===== config.mk =====
export PLATFORM = sky130hd
export DESIGN_NAME = uart_key_decoder
export DESIGN_NICKNAME = d
export VERILOG_FILES = /design/src/rtl/uart_key_decoder.sv
export SDC_FILE = /design/constraint.sdc
export NUM_CORES = 1
export LEC_CHECK = 0
export BUFFER_PORTS_ARGS = -buffer_cell sky130_fd_sc_hd__buf_2
export CELL_PAD_IN_SITES_DETAIL_PLACEMENT = 1
export CELL_PAD_IN_SITES_GLOBAL_PLACEMENT = 2
export CORE_ASPECT_RATIO = 0.5
export CORE_MARGIN = 5
export CORE_UTILIZATION = 35
export DETAILED_ROUTE_END_ITERATION = 12
export PLACE_DENSITY = 0.82
export SYNTH_ARGS = -nofsm -noshare
export SYNTH_HDL_FRONTEND = slang
export SYNTH_SLANG_ARGS = --single-unit

===== constraint.sdc =====
create_clock -name clk -period 2.6 [get_ports clk]
set_clock_uncertainty 0.1 [all_clocks]
set_input_delay 0.26 -clock clk [delete_from_list [all_inputs] [get_ports clk]]
set_output_delay 0.26 -clock clk [all_outputs]
set_load 0.05 [all_outputs]

===== src/rtl/uart_key_decoder.sv =====
// 8N1 UART receiver feeding a four-key paddle decoder. Each key output stays high
// for HOLD_CYCLES clocks after its last keypress, which smooths over terminal auto-repeat.
module uart_key_decoder #(
  parameter int CLK_FREQ    = 50_000_000,
  parameter int BAUD        = 115200,
  parameter int HOLD_CYCLES = 5_000_000
) (
  input  logic       clk,
  input  logic       rst,
  input  logic       uart_rx,
  output logic       p1_up,
  output logic       p1_down,
  output logic       p2_up,
  output logic       p2_down,
  output logic [7:0] rx_byte,
  output logic       rx_valid,
  output logic       frame_err
);

  localparam int CLKS_PER_BIT = CLK_FREQ / BAUD;
  localparam int HALF_BIT     = CLKS_PER_BIT / 2;
  localparam int TW           = $clog2(CLKS_PER_BIT + 1);
  localparam int NUM_KEYS     = 4;
  localparam int CW           = (HOLD_CYCLES < 1) ? 1 : $clog2(HOLD_CYCLES + 1);

  typedef enum logic [2:0] {IDLE, START, DATA, STOP, WAIT_HIGH} rx_state_e;

  rx_state_e     state, state_d;
  logic [1:0]    sync_q;
  logic          rx_s;
  logic [TW-1:0] timer, timer_d;
  logic [2:0]    bit_idx, bit_idx_d;
  logic [7:0]    shift, shift_d;
  logic          load_byte, err_pulse;

  always_ff @(posedge clk) begin
    if (rst) sync_q <= 2'b11;
    else     sync_q <= {sync_q[0], uart_rx};
  end
  assign rx_s = sync_q[1];

  always_ff @(posedge clk) begin
    if (rst) begin
      state     <= IDLE;
      timer     <= '0;
      bit_idx   <= '0;
      shift     <= '0;
      rx_byte   <= '0;
      rx_valid  <= 1'b0;
      frame_err <= 1'b0;
    end else begin
      state     <= state_d;
      timer     <= timer_d;
      bit_idx   <= bit_idx_d;
      shift     <= shift_d;
      rx_valid  <= load_byte;
      frame_err <= err_pulse;
      if (load_byte) rx_byte <= shift;
    end
  end

  always_comb begin
    state_d   = state;
    timer_d   = timer;
    bit_idx_d = bit_idx;
    shift_d   = shift;
    load_byte = 1'b0;
    err_pulse = 1'b0;
    case (state)
      IDLE: begin
        if (!rx_s) begin
          state_d = START;
          timer_d = '0;
        end
      end
      START: begin
        // Mid-start-bit recheck rejects short low glitches.
        if (timer == TW'(HALF_BIT - 1)) begin
          timer_d   = '0;
          bit_idx_d = '0;
          state_d   = rx_s ? IDLE : DATA;
        end else begin
          timer_d = timer + TW'(1);
        end
      end
      DATA: begin
        if (timer == TW'(CLKS_PER_BIT - 1)) begin
          timer_d   = '0;
          shift_d   = {rx_s, shift[7:1]};
          bit_idx_d = bit_idx + 3'd1;
          if (bit_idx == 3'd7) state_d = STOP;
        end else begin
          timer_d = timer + TW'(1);
        end
      end
      STOP: begin
        if (timer == TW'(CLKS_PER_BIT - 1)) begin
          timer_d   = '0;
          load_byte = rx_s;
          err_pulse = !rx_s;
          state_d   = rx_s ? IDLE : WAIT_HIGH;
        end else begin
          timer_d = timer + TW'(1);
        end
      end
      WAIT_HIGH: begin
        // A held-low break must not look like a stream of start bits.
        if (rx_s) state_d = IDLE;
      end
      default: state_d = IDLE;
    endcase
  end

  // Key lanes: 0 p1_up, 1 p1_down, 2 p2_up, 3 p2_down; lane i^1 is the opposing direction.
  logic [NUM_KEYS-1:0]         key_hit, key_clr, key_on;
  logic [NUM_KEYS-1:0][CW-1:0] hold_cnt;
  logic                        is_space;

  always_comb begin
    key_hit    = '0;
    key_hit[0] = rx_valid && ((rx_byte | 8'h20) == 8'h77);
    key_hit[1] = rx_valid && ((rx_byte | 8'h20) == 8'h73);
    key_hit[2] = rx_valid && ((rx_byte | 8'h20) == 8'h6F);
    key_hit[3] = rx_valid && ((rx_byte | 8'h20) == 8'h6C);
  end
  assign is_space = rx_valid && (rx_byte == 8'h20);

  for (genvar i = 0; i < NUM_KEYS; i++) begin : g_key
    localparam int OPP = i ^ 1;
    assign key_clr[i] = is_space | key_hit[OPP];
    assign key_on[i]  = (hold_cnt[i] != '0);
  end

  always_ff @(posedge clk) begin
    if (rst) begin
      hold_cnt <= '0;
    end else begin
      for (int i = 0; i < NUM_KEYS; i++) begin
        if (key_clr[i])              hold_cnt[i] <= '0;
        else if (key_hit[i])         hold_cnt[i] <= CW'(HOLD_CYCLES);
        else if (hold_cnt[i] != '0)  hold_cnt[i] <= hold_cnt[i] - CW'(1);
      end
    end
  end

  assign p1_up   = key_on[0];
  assign p1_down = key_on[1];
  assign p2_up   = key_on[2];
  assign p2_down = key_on[3];

endmodule


==> impl_table.tex <==
\begin{tabular}{lr}
\hline
Metric & Value \\
\hline
\multicolumn{2}{l}{\textbf{GRT}} \\
\quad Overall Global Routing Usage & 15.8\% \\
\quad Antenna violations before repair & 0 \\
\quad First-pass GRT wire length & 27400 um \\
\quad Largest net degree at the start of global routing & 38 \\
\quad Vias in the first global route & 5634 \\
\quad Total grt overflow & 0 \\
\multicolumn{2}{l}{\textbf{Layout}} \\
\quad Net count reported at finish & roughly 770 \\
\quad Fraction of final layout cells with drive strength greater than 1 & approximately 15\% \\
\quad ANT cells & 0 \\
\quad Area Overhead vs Synth & 19.8\% \\
\multicolumn{2}{l}{\textbf{Synthesis}} \\
\quad Most frequent cell after synthesis & sky130\_fd\_sc\_hd\_\_dfxtp\_1 \\
\quad EDFF count, synth & 0 \\
\quad Post-Syn Nets & 731 \\
\quad Async set-reset flop share out of synthesis & 0\% \\
\quad Post-synth top cells & sky130\_fd\_sc\_hd\_\_dfxtp\_1, sky130\_fd\_sc\_hd\_\_nor2\_1, sky130\_fd\_sc\_hd\_\_a21oi\_1 \\
\quad Mean cell area of the mapped netlist & $\sim$8.6 um2 \\
\quad Library cell with the largest summed area after synthesis & sky130\_fd\_sc\_hd\_\_dfxtp\_1 \\
\quad Fraction of post-synthesis cell area in the top cell type by area & roughly 41\% \\
\quad Number of standard cells after synthesis & 715 \\
\quad Post-synth top flop & sky130\_fd\_sc\_hd\_\_dfxtp\_1 \\
\quad Synth warnings & 0 \\
\quad Sequential share of the synthesized area & 41.1\% \\
\quad Number of flip-flops and latches in the synthesized netlist & 127 \\
\quad Yosys cell types & 60 \\
\quad Dominant cells by area after synthesis & sky130\_fd\_sc\_hd\_\_dfxtp\_1, sky130\_fd\_sc\_hd\_\_xor2\_1, sky130\_fd\_sc\_hd\_\_nor2\_1, sky130\_fd\_sc\_hd\_\_a21oi\_1, sky130\_fd\_sc\_hd\_\_o21ai\_0 \\
\quad Cell area after synthesis & 6180 um2 \\
\multicolumn{2}{l}{\textbf{Timing}} \\
\quad Final setup slack of the worst path & between 0.05 and 0.06 ns \\
\quad Max Clk Rate & between 300 and 400 MHz \\
\quad Period utilization & between 90\% and 100\% \\
\quad Tmin final & between 2 and 3 ns \\
\quad Unrepaired setup endpoints after global routing & false \\
\quad Slew Limit Headroom & 62.5\% \\
\quad Final count of hold timing violations & 0 \\
\quad Total negative slack & 0 ns \\
\quad Slew @ Worst Pin & 0.549 ns \\
\quad Final setup vio count & 0 \\
\quad Max-slew violation total from the final report & 0 \\
\multicolumn{2}{l}{\textbf{Min path}} \\
\quad Worst-case hold path end point & rx\_byte[4]\$\_SDFFE\_PP0P\_ \\
\quad Cell depth of the worst min-delay path & 3 \\
\quad HP Start & rst \\
\quad Worst hold path type & primary input to flip-flop \\
\multicolumn{2}{l}{\textbf{Power}} \\
\quad Power per Cell Area & 1530 nW/um2 \\
\quad Leakage power & roughly 2.9 nW \\
\quad Worst VDD drop & 630 uV \\
\multicolumn{2}{l}{\textbf{Clock tree}} \\
\quad Clock latency reported for the late side of the worst-skew pair & 0.42 ns \\
\quad CTS tree & done \\
\quad H-Tree Depth & 4 \\
\quad Clock sink count & roughly 130 \\
\quad Total clock buffers created by CTS & 17 \\
\quad Maximum clock insertion buffer count & 2 \\
\quad Register clock-pin slew on the reported worst setup and hold paths & 0.06 ns \\
\quad Root buffer cell & sky130\_fd\_sc\_hd\_\_clkbuf\_16 \\
\multicolumn{2}{l}{\textbf{Place}} \\
\quad Count of port buffers added during placement & 16 \\
\quad Routability cong. & about 0.79 \\
\quad HPWL reported at the end of detailed placement & 10800 um \\
\quad Setup WS pre-CTS & 0.101 ns \\
\multicolumn{2}{l}{\textbf{Die}} \\
\quad Die footprint & around 21000 um2 \\
\quad Die H & roughly 100 um \\
\quad Horizontal die dimension & 198 um \\
\quad Ports placed on the boundary & 17 \\
\quad Starting density of the core & 35.6\% \\
\quad Placeable Area & 17400 um2 \\
\quad Site row count & 34 \\
\multicolumn{2}{l}{\textbf{Job}} \\
\quad Max-Cap Viols & 0 \\
\multicolumn{2}{l}{\textbf{Route}} \\
\quad Vias per cell & $\sim$5.4 \\
\quad Remaining number of nets flagged by the antenna check after routing & 0 \\
\quad Final routed DRC violation total & 0 \\
\quad Drt wl/cell & 15.9 um \\
\quad Total detailed-routing wirelength & roughly 16000 um \\
\quad Total via count after detailed routing & around 5400 \\
\quad DRT Pass-1 Iters & 6 \\
\quad Number of DRC markers in iteration 0 & 290 \\
\multicolumn{2}{l}{\textbf{Setup path}} \\
\quad Most frequent cell on the critical path & sky130\_fd\_sc\_hd\_\_or4\_4 \\
\quad Capture point of the worst reg-to-reg path & hold\_cnt[16]\$\_SDFFE\_PP0P\_ \\
\quad Critical path cell sequence & or4\_4 -> or4\_4 -> or2\_4 -> buf\_6 \\
\quad CP Data Arrival Time & between 2 and 2.5 ns \\
\quad Slowest cell delay on critical path & $\sim$0.53 ns \\
\quad Slowest stage cell on the critical path & sky130\_fd\_sc\_hd\_\_or4\_4 \\
\quad Data required time at the worst endpoint & between 2 and 2.5 ns \\
\quad R2R setup slack & 0.16 ns \\
\quad Bufs and invs on worst path & 1 \\
\quad R2r worst-path depth & 6 \\
\quad Worst Path Max Fanout & 6 \\
\quad Family with the most delay on the worst path & simple AND/OR/NAND/NOR gates \\
\quad Kind of start point of the critical path & flip-flop \\
\quad Worst flop-to-flop path startpoint & hold\_cnt[4]\$\_SDFFE\_PP0P\_ \\
\quad Kind of end point of the critical path & primary output \\
\quad Category of the critical setup timing path & flip-flop to primary output \\
\multicolumn{2}{l}{\textbf{Outcome}} \\
\quad Outcome & finished, final reports clean \\
\hline
\end{tabular}
[flip-flops by register name, summed over array words and instances (netlist names)]
name	cells
bit_idx	3
frame_err	1
hold_cnt	92
rx_byte	8
rx_valid	1
shift	8
state	3
sync_q	2
timer	9
[metrics by stage]
stage	utilization, %	cell area (um2)	total power [W]	hold slack (ns)	std cells
final	42.7	7400	0.0114	0.239	1004
after global routing	42.7	7400	0.0123	0.246	1004
after CTS	42.4	7350	0.0113	0.230	1004
after detailed placement	38.5	6680	0.00854	0.300	968
after global placement	38.5	6680	0.00839	0.296	968
after floorplan	-	6180	0.00702	0.264	715
[area by class of cell]
type / instances / area, um2
Fill cell: 2026 / 9950
Multi-Input combinational cell: 541 / 3520
Sequential cell: 127 / 2540
Clock buffer: 19 / 443
Timing Repair Buffer: 53 / 375
Tap cell: 234 / 293
Clock inverter: 13 / 163
Inverter: 17 / 63.8
[worst reg2reg max path, stage by stage (launching register included)]
cell and delay (ns):
sky130_fd_sc_hd__dfxtp_2 0.34, sky130_fd_sc_hd__or4_4 0.53, sky130_fd_sc_hd__or4_4 0.44, sky130_fd_sc_hd__buf_4 0.19, sky130_fd_sc_hd__or3_1 0.31, sky130_fd_sc_hd__or3_1 0.31
sky130_fd_sc_hd__a21oi_1 0.15
[per-layer routing]
metal | up-vias | GRT usage, % | wire length [um]
li1 | 2728 | - | -
met2 | 32 | 26.8 | 7620
met3 | 12 | 3.30 | 264
met1 | 2638 | 20.5 | 7910
met4 | 0 | 4.13 | 132
met5 | - | 0 | 0
[repair_timing]
item / CTS / global route
setup endpoints to repair: 4 / 4
endpoints found under the hold margin: 1 / 0
gates resized for setup: 8 / 13
hold buffers: 1 / 0
pin swaps: 2 / 0
setup buffers: 3 / 0
[where the power goes]
part | switching [W] | total [W] | internal, W
Sequential | 0.000674 | 0.00325 | 0.00258
Clock | 0.000929 | 0.00247 | 0.00154
Combinational | 0.00317 | 0.00564 | 0.00247
Total | 0.00478 | 0.0114 | 0.00658
[worst max path at each step]
stage,start,to,slack [ns],depth (start not counted)
3_5_place_dp,hold_cnt[4]$_SDFFE_PP0P_,hold_cnt[16]$_SDFFE_PP0P_,0.10,5
4_1_cts,hold_cnt[4]$_SDFFE_PP0P_,p1_up,0.02,4
5_1_grt,hold_cnt[0]$_SDFFE_PP0P_,p1_up,0.01,6
6_report,hold_cnt[4]$_SDFFE_PP0P_,p1_up,0.06,4
3_3_place_gp,hold_cnt[4]$_SDFFE_PP0P_,hold_cnt[16]$_SDFFE_PP0P_,0.13,5
2_1_floorplan,hold_cnt[3]$_SDFFE_PP0P_,hold_cnt[0]$_SDFFE_PP0P_,0.04,8
[layout by cell type (no fill, tap or decap), types with 21 or more instances in the layout]
cell	netlist	routed
sky130_fd_sc_hd__or4_1	23	21
sky130_fd_sc_hd__a21oi_1	44	44
sky130_fd_sc_hd__nand3_1	25	23
sky130_fd_sc_hd__nand2_1	35	34
sky130_fd_sc_hd__nor2_1	66	66
sky130_fd_sc_hd__o21ai_0	37	37
sky130_fd_sc_hd__dfxtp_1	127	126
sky130_fd_sc_hd__nor3_1	31	31
sky130_fd_sc_hd__buf_4	0	37
sky130_fd_sc_hd__or3_1	27	27
sky130_fd_sc_hd__xor2_1	35	35
[cell families after synthesis]
family,Yosys count,synth area share (%)
AOI/OAI and AO/OA,156,16.0
xor gates and xnor gates,49,6.94
adders and majority gates,13,2.63
buffers and inverters,47,3.02
DFF,127,41.1
muxes,19,3.12
and+or+nand+nor,304,27.2
Power figures use the tool's default switching activity.
